==> src/rtl/seq1011_framer_tx.sv <==
// -----------------------------------------------------------------------------
// seq1011_framer_tx
//
// Purpose
//   Serial frame transmitter for the 1011 sync-word link. One bit is driven on
//   the line per clock cycle. A frame on the line is:
//
//     preamble 1011 | DATA_W payload bits, MSB first | even parity | GAP zeros
//
//   Payload and parity bits are bit-stuffed: whenever the last three bits on
//   the line read 101 after a payload or parity bit, a single 0 is inserted.
//   Because of this the pattern 1011 only ever appears at the preamble, so a
//   1011 detector at the far end fires exactly once per frame, on the last
//   preamble bit. The receiver drops the bit that follows every 101 seen in
//   the payload region.
//
//   Frame length = 4 + DATA_W + nstuff + 1 + GAP cycles.
//
// Parameters
//   DATA_W  payload width in bits (>= 1)
//   GAP     idle-0 bits after parity, before the next frame (>= 3)
//
// Ports
//   clk     in   1       rising-edge clock
//   reset   in   1       synchronous, active-high; clears all state
//   start   in   1       frame request; taken only when the framer can accept
//   din     in   DATA_W  payload; captured at the accept edge
//   ready   out  1       1 = idle, a start will be accepted
//   tx      out  1       serial line (registered), idles 0
//   active  out  1       1 while preamble, payload, stuff or parity is on tx
//   done    out  1       1-cycle pulse during the last GAP bit
// -----------------------------------------------------------------------------
module seq1011_framer_tx #(
  parameter int DATA_W = 8,
  parameter int GAP    = 4
) (
  input  logic              clk,
  input  logic              reset,
  input  logic              start,
  input  logic [DATA_W-1:0] din,
  output logic              ready,
  output logic              tx,
  output logic              active,
  output logic              done
);

  // Bit index counts payload bits already placed on the line (0..DATA_W).
  localparam int IW = $clog2(DATA_W + 1);
  // Gap counter indexes the gap bit currently on the line (0..GAP-1).
  localparam int GW = $clog2(GAP + 1);

  localparam logic [IW-1:0] IDX_FULL = IW'(DATA_W);
  localparam logic [GW-1:0] GAP_LAST = GW'(GAP - 1);

  // Each state names the kind of bit currently shown on tx.
  typedef enum logic [2:0] {
    S_IDLE,
    S_PRE,
    S_DATA,
    S_STUFF,
    S_PAR,
    S_GAP
  } state_t;

  state_t            r_state;
  logic              r_tx;
  logic              r_ready;
  logic              r_active;
  logic              r_done;
  logic [DATA_W-1:0] r_shreg;    // remaining payload, next bit at MSB
  logic              r_par;      // XOR of payload bits sent so far
  logic [IW-1:0]     r_idx;      // payload bits already sent
  logic [1:0]        r_pre_cnt;  // preamble bit currently on tx
  logic [2:0]        r_pre_sh;   // preamble bits still to send, next at MSB
  logic [GW-1:0]     r_gap_cnt;  // gap bit currently on tx
  logic [2:0]        r_hist;     // last three bits driven on tx, newest at LSB

  logic              w_accept;
  logic              w_more_data;
  logic              w_payload_bit;
  logic              w_stuff;
  logic              w_payload_step;
  logic [GW-1:0]     w_gap_inc;

  // A start is taken when idle, and also at the edge that closes the last gap
  // bit (done=1). Taking it there lets a held start produce frames separated
  // by exactly GAP zeros, with no extra idle bit in between.
  assign w_accept = start & (r_ready | r_done);

  // After the preamble every non-stuff bit is either the next payload bit or,
  // once the payload is exhausted, the parity bit.
  assign w_more_data   = (r_idx != IDX_FULL);
  assign w_payload_bit = w_more_data ? r_shreg[DATA_W-1] : r_par;

  // A stuff 0 is due when the payload/parity bit just sent completed 101.
  // Only DATA can trigger it here: after a stuff the history ends in 0, and a
  // stuff owed after parity is covered by the first gap zero.
  assign w_stuff = (r_state == S_DATA) && (r_hist == 3'b101);

  // Last preamble bit, any payload bit, and a stuff bit are all followed by
  // the next payload or parity bit (unless a stuff is due first).
  assign w_payload_step = ((r_state == S_PRE) && (r_pre_cnt == 2'd3)) ||
                          (r_state == S_DATA) || (r_state == S_STUFF);

  assign w_gap_inc = r_gap_cnt + GW'(1);

  // NOTE: every register below is assigned with <= so all of them update from
  // the same pre-edge values; mixing in = here would make the result depend on
  // statement order.
  always_ff @(posedge clk) begin
    if (reset) begin
      r_state   <= S_IDLE;
      r_tx      <= 1'b0;
      r_ready   <= 1'b1;
      r_active  <= 1'b0;
      r_done    <= 1'b0;
      r_shreg   <= '0;
      r_par     <= 1'b0;
      r_idx     <= '0;
      r_pre_cnt <= '0;
      r_pre_sh  <= '0;
      r_gap_cnt <= '0;
      r_hist    <= '0;
    end else begin
      r_done <= 1'b0;

      if (w_accept) begin
        // First preamble bit goes out right away; the rest follow from r_pre_sh.
        r_state   <= S_PRE;
        r_tx      <= 1'b1;
        r_pre_cnt <= 2'd0;
        r_pre_sh  <= 3'b011;
        r_hist    <= 3'b001;
        r_shreg   <= din;
        r_par     <= 1'b0;
        r_idx     <= '0;
        r_ready   <= 1'b0;
        r_active  <= 1'b1;
      end else if (w_stuff) begin
        r_state <= S_STUFF;
        r_tx    <= 1'b0;
        r_hist  <= {r_hist[1:0], 1'b0};
      end else if (w_payload_step) begin
        r_tx   <= w_payload_bit;
        r_hist <= {r_hist[1:0], w_payload_bit};
        if (w_more_data) begin
          r_state <= S_DATA;
          r_shreg <= r_shreg << 1;
          r_par   <= r_par ^ w_payload_bit;
          r_idx   <= r_idx + IW'(1);
        end else begin
          r_state <= S_PAR;
        end
      end else begin
        unique case (r_state)
          S_PRE: begin
            // The preamble also feeds the history, so it reads 011 once the
            // preamble is complete.
            r_tx      <= r_pre_sh[2];
            r_hist    <= {r_hist[1:0], r_pre_sh[2]};
            r_pre_sh  <= {r_pre_sh[1:0], 1'b0};
            r_pre_cnt <= r_pre_cnt + 2'd1;
          end
          S_PAR: begin
            r_state   <= S_GAP;
            r_tx      <= 1'b0;
            r_hist    <= {r_hist[1:0], 1'b0};
            r_active  <= 1'b0;
            r_gap_cnt <= '0;
          end
          S_GAP: begin
            r_tx <= 1'b0;
            if (r_gap_cnt == GAP_LAST) begin
              r_state <= S_IDLE;
              r_ready <= 1'b1;
            end else begin
              r_gap_cnt <= w_gap_inc;
              r_done    <= (w_gap_inc == GAP_LAST);
            end
          end
          default: begin
            // Idle (or a start that was not taken): the line stays at 0.
            r_tx <= 1'b0;
          end
        endcase
      end
    end
  end

  assign ready  = r_ready;
  assign tx     = r_tx;
  assign active = r_active;
  assign done   = r_done;

endmodule
==> config.mk <==
export PLATFORM = sky130hd
export DESIGN_NAME = seq1011_framer_tx
export DESIGN_NICKNAME = d
export VERILOG_FILES = /design/src/rtl/seq1011_framer_tx.sv
export SDC_FILE = /design/constraint.sdc
export NUM_CORES = 1
export LEC_CHECK = 0
export ABC_CLOCK_PERIOD_IN_PS = 4000
export BUFFER_PORTS_ARGS = -buffer_cell sky130_fd_sc_hd__buf_2
export CAP_MARGIN = 20
export CORE_MARGIN = 8
export CORE_UTILIZATION = 35
export CTS_CLUSTER_SIZE = 20
export DETAILED_ROUTE_END_ITERATION = 10
export PLACE_DENSITY = 0.58
export SYNTH_ARGS = -nofsm -noshare
export SYNTH_HDL_FRONTEND = slang
export SYNTH_SLANG_ARGS = --single-unit
==> constraint.sdc <==
create_clock -name clk -period 4 [get_ports clk]
set_clock_uncertainty 0.2 [all_clocks]
set_input_delay 0.4 -clock clk [delete_from_list [all_inputs] [get_ports clk]]
set_output_delay 0.4 -clock clk [all_outputs]
set_load 0.02 [all_outputs]
==> results of run 1 <==
==> layer usage <==
| metal | routed length [um] | global-route usage, % | part of all wire [%] |
|---|---|---|---|
| met1 | 1574 | 12.75 | 53 |
| met2 | 1226 | 13.78 | 41 |
| met3 | 141 | 3.355 | 4.7 |
| met4 | 56 | 5.690 | 1.9 |
| met5 | 0 | 0 | 0 |
==> sequential cells by signal, indices dropped and copies added (netlist names) <==
name       flops
tx             1
r_pre_sh       3
r_pre_cnt      2
ready          1
r_par          1
r_hist         3
r_gap_cnt      3
done           1
r_idx          4
r_state        3
active         1
r_shreg        8
==> worst max-delay path: stages, from the launching register on <==
cell       delay, ns
dfxtp_1         0.35
ha_1            0.30
a21o_4          0.18
o2111ai_4       0.26
or3_1           0.42
a21oi_1         0.13
==> kinds of logic (layout without fill, tap and decap cells) <==
group / count (synthesis) / after routing
muxes: 6 / 6
DFF: 31 / 31
and+or+nand+nor: 54 / 54
xor gates and xnor gates: 2 / 2
buffers and inverters: 17 / 30
adders and majority gates: 6 / 6
AOI/OAI and AO/OA: 52 / 52
==> cell usage in the layout (no fill, tap or decap), types with 2 or more instances in the layout <==
cell / Yosys / final
a211oi_2: 7 / 7
a21oi_1: 24 / 24
buf_2: 0 / 14
clkbuf_8: 0 / 6
dfxtp_1: 31 / 31
ha_1: 6 / 6
inv_1: 5 / 5
mux2i_1: 6 / 6
nand2_1: 15 / 15
nand2b_1: 6 / 6
nand3_1: 4 / 4
nor2_1: 18 / 18
nor4_1: 2 / 2
o211ai_1: 3 / 3
o21a_1: 2 / 2
o21ai_0: 5 / 5
o21ai_1: 2 / 2
o41ai_1: 2 / 2
or3_1: 3 / 3
xnor2_1: 2 / 2
==> power by group through the flow <==
stage,clock [mW],combinational [mW],sequential (mW)
global route,0.337,0.0731,0.335
CTS,0.324,0.0652,0.333
detailed placement,0,0.0649,0.340
global placement,0,0.0646,0.340
finish,0.319,0.0652,0.333
floorplan,0,0.0498,0.340
==> cell type report <==
cell class | instances | share of cell area [%]
Clock buffer | 6 | 4.724
Clock inverter | 2 | 2.004
Inverter | 7 | 1.790
Multi-Input combinational cell | 120 | 47.82
Sequential cell | 31 | 35.50
Tap cell | 52 | 3.722
Timing Repair Buffer | 15 | 4.438
==> final timing paths <==
| kind | start | end | slack [ns] | cells past startpoint |
|---|---|---|---|---|
| max reg2reg | r_pre_cnt[0] | r_par | 2.09 | 5 |
| min | din[0] | r_shreg[0] | 0.16 | 3 |
| min reg2reg | active | active | 0.27 | 2 |
| max | r_pre_cnt[0] | r_par | 2.09 | 5 |
==> impl_results.md, run 1 <==
- Finished Layout Cells: 233
- Setup TNS: 0 ns
- Largest net degree at the start of global routing: 21
- # DRC: 0
- Slew Limit Fails: 0
- Gate power share: 9.1%
- Layout filler cell count: 470
- First-pass DRT Iterations: 4
- Number of synthesized register bits: 31
- Wire per inst: 12.87 um
- Internal power: 552.7 uW
- Gr ovfl total: 0
- Max-cap violations: 0
- Final wirelength: 2998 um
- Maximum vdd drop: 0.2487 mV
- Pwr dens: 410.5 mW/mm^2
- Mux contribution to synthesized area: 3.871%
- Design area: 0.001748 mm^2
- Die Ht: 82.58 um
- Post-DP HPWL: 2113 um
- Post-CTS setup buffers: 0
- Number of flops mapped to enable cells by yosys: 0
- # diodes: 0
- Die width: 82.58 um
- Slew at the pin with the worst max-slew slack: 0.5514 ns
- Layout Utilization: 40.42%
- Core box area: 0.004324 mm^2
- # IOs: 15
- CTS H-tree depth: 2
- Mapped Cells: 168
- Mapped Nets: 185
- Clock network fraction of total power: 44.5%
- Fmax: 0.5229 GHz
- Resize count post-CTS: 0
- WS Path Type: flop to flop
- Top FF cell, synth: dfxtp_1
- Flop pwr share: 46.5%
- CP required: 4.02 ns
- CTS Root Buffer Type: clkbuf_8
- Post-Synth Adder-Cell Area: 4.839%
- Area Overhead vs Synth: 12.66%
- Async S/R FF share, synth: 0%
- Commonest cells in the netlist: 31 x dfxtp_1, 24 x a21oi_1, 18 x nor2_1
- HP Class: input port to flop
- Via/cell ratio: 5.159
- GPL Wtd Cong: 0.7337
- NumNets Final: 197
- Post-synth top area cell: dfxtp_1
- Clock net sink count: 31
- Pwr Total: 717.5 uW
- CP endpoint kind: flop
- Buffers added on ports: 14
- Gr usage total: 9.828%
- Cells after DPL: 224
- # setup viols final: 0
- Via count: 1,202
- Simple-Gate Fraction of Synth Area: 19.52%
- Routed Antenna Nets: 0
- Synth warnings: 0
- Leakage: 0.6323 nW
- Initial antenna violation count: 0
- Psw: 164.8 uW
- Clock latency on the worst-skew pair: 0.28 ns
- Synth top area share: 40.00%
- Worst Path Arrival: 1.93 ns
- Area of the multi-input gates: 835.8 um^2
- Register area: 620.6 um^2
- CTS clk-pin slew, worst paths: 0.07 ns
- FP Rows: 24
- Max clock buf depth: 2
- Share of cells above drive strength 1: 20.99%
- Outcome: finished, final reports clean
- Crit path launch type: flop
- Mapped Area: 0.001551 mm^2
- Final period utilization: 47.81%
- Sequential area share after synthesis: 40.00%
- Pre-CTS setup slack: 1.597 ns
- RSZ-0062 raised after global routing: no
- Largest family of logic cells by synthesized area: compound AO/OA/AOI/OAI gates
- Setup WS post-layout: 2.087 ns
- Unique masters post-synth: 36
- Switching share of power: 22.96%
- CTS tree: done
- CP max FO: 15
- Avg Cell Area, Syn: 9.235 um^2
- Rel. slew slack: 63.24%
- Post-place instance area: 0.001623 mm^2
- Most frequent cell after synthesis: dfxtp_1
- Area of the die: 0.006819 mm^2
- Final hold vios: 0
- Ranking of synthesized cells by area: dfxtp_1 40%, a21oi_1 7.7%, a211oi_2 5.6%, ha_1 4.8%, nor2_1 4.4%
- Minimum clock period: 1.913 ns
- Synth Area in Compound Gates: 24.52%
- Cts bufs inserted: 5
- Initial core utilization: 35.88%
- XOR/XNOR Fraction of Synth Area: 1.129%
- Hold_buf cts: 0
- Detailed Route Iter0 Violations: 59
- Hold_ws: 0.1604 ns
- Vias in the first global route: 1,151
- Global-route wire length before repair: 5140 um
(Power assumes the default switching activity.)
==> inputs of run 2 (changes only) <==
- ABC_CLOCK_PERIOD_IN_PS: 4000 -> 1900
- clock period: 4 -> 1.9 ns (I/O delays scaled with it)
==> impl_results.md, run 2 (synthesis gave the netlist of run 1 again) <==
- Gr ovfl total: 0
- NumNets Final: 209
- Largest net degree at the start of global routing: 15
- FP Rows: 24
- Initial antenna violation count: 0
- WS Path Type: flop to flop
- # DRC: 0
- GPL Wtd Cong: 0.7602
- Worst Path Arrival: 1.78 ns
- Initial core utilization: 35.88%
- # diodes: 0
- CP endpoint kind: flop
- Top Registers: r_shreg (8), r_idx (4)
- Clock latency on the worst-skew pair: 0.28 ns
- Area Overhead vs Synth: 17.10%
- Worst r2r dst: r_par
- # IOs: 15
- Detailed Route Iter0 Violations: 55
- Flop pwr share: 50.9%
- Via/cell ratio: 5.000
- Pwr dens: 757.7 mW/mm^2
- Routed Antenna Nets: 0
- CP required: 1.91 ns
- First-pass DRT Iterations: 4
- Gate power share: 11.3%
- Most common cell after layout, fill and taps aside: dfxtp_1
- Setup TNS: 0 ns
- Wire per inst: 12.89 um
- Clock network fraction of total power: 37.8%
- CTS H-tree depth: 2
- Slew Limit Fails: 0
- CP max FO: 9
- Final wirelength: 3146 um
- HP Class: input port to flop
- Psw: 340.5 uW
- Layout Utilization: 42.01%
- Internal power: 1.036 mW
- Area of the die: 0.006819 mm^2
- R2R Path Start: r_pre_cnt[0]
- Gr usage total: 10.22%
- Rel. slew slack: 67.18%
- Top reg by flops: r_shreg
- Final period utilization: 92.87%
- RSZ-0062 raised after global routing: no
- Hold wc startpoint: din[3]
- CTS Root Buffer Type: clkbuf_8
- Share of cells above drive strength 1: 25.52%
- Clock net sink count: 31
- Most frequent cells in the layout: 31 x dfxtp_1, 24 x a21oi_1, 18 x nor2_1, 15 x nand2_1, 14 x buf_2
- Slew at the pin with the worst max-slew slack: 0.4924 ns
- Final hold vios: 0
- Fmax: 0.5667 GHz
- Max clock buf depth: 2
- Setup WS post-layout: 0.1355 ns
- CTS clk-pin slew, worst paths: 0.07 ns
- Max-cap violations: 0
- Hold_ws: 0.02105 ns
- # setup viols final: 0
- Worst R2R Path Depth: 5
- Leakage: 0.6744 nW
- Post-CTS setup buffers: 0
- Vias in the first global route: 1,204
- Post-DP HPWL: 2268 um
- Buffers added on ports: 14
- Die width: 82.58 um
- Outcome: finished, final reports clean
- Pwr Total: 1.377 mW
- Die Ht: 82.58 um
- Switching share of power: 24.73%
- Via count: 1,220
- Worst reg2reg setup slack: 0.14 ns
- Global-route wire length before repair: 5451 um
- Crit path launch type: flop
- Worst Hold Depth: 3
- Minimum clock period: 1.765 ns
- Number of flip-flops in the largest register: 8
- Pre-CTS setup slack: 0.03495 ns
- Hold endpoint: r_shreg[3]
- Core box area: 0.004324 mm^2
- Cts bufs inserted: 5
- Maximum vdd drop: 0.4524 mV
- CTS tree: done
==> run 2: layout make-up <==
type	instances	area, um^2
clock buffer	6	82.58
clock inverter	1	5.005
inverter	7	31.28
fill	450	2507
sequential	31	620.6
timing repair buffer	27	172.7
multi-input combinational	120	839.6
tap	52	65.06
==> run 2: how the worst max path moves through the flow <==
stage | start | to | cells past startpoint
floorplan | r_pre_cnt[0] | r_shreg[1] | 6
global route | r_pre_cnt[0] | r_par | 5
finish | r_pre_cnt[0] | r_par | 5
CTS | r_pre_cnt[0] | r_shreg[2] | 5
global placement | r_pre_cnt[0] | r_shreg[7] | 5
detailed placement | r_pre_cnt[0] | r_shreg[2] | 5
==> run 2: critical path, cell delays in order, from the launching register on <==
cell	delay [ns]
dfxtp_1	0.35
ha_2	0.26
a21o_4	0.16
o2111ai_4	0.20
or3_1	0.39
a21oi_1	0.14
==> run 2: power by group through the flow <==
stage / registers, mW / clock network, mW / logic [mW]
after global routing: 0.703 / 0.567 / 0.173
after floorplan: 0.715 / 0 / 0.105
after CTS: 0.700 / 0.538 / 0.157
after global placement: 0.714 / 0 / 0.153
after detailed placement: 0.715 / 0 / 0.153
final: 0.700 / 0.521 / 0.156
==> run 2: through the flow <==
step           std cells  instance area, um^2
2_1_floorplan        168                 1551
3_3_place_gp         235                 1705
3_5_place_dp         235                 1705
5_1_grt              244                 1817
6_report             244                 1817
4_1_cts              244                 1813
==> run 2: what timing repair did <==
action / CTS / global route
setup endpoints to repair: 0 / 9
resized for setup: 0 / 2
hold buffers: 2 / 0
hold endpoints to repair: 5 / 0
==> run 2: per-layer routing <==
layer | vias to the layer above | wire [um] | GRT usage [%]
met3 | 4 | 185 | 3.463
met2 | 23 | 1361 | 14.80
met4 | 0 | 24 | 4.828
met5 | - | 0 | 0
met1 | 548 | 1573 | 13.30
li1 | 645 | - | -
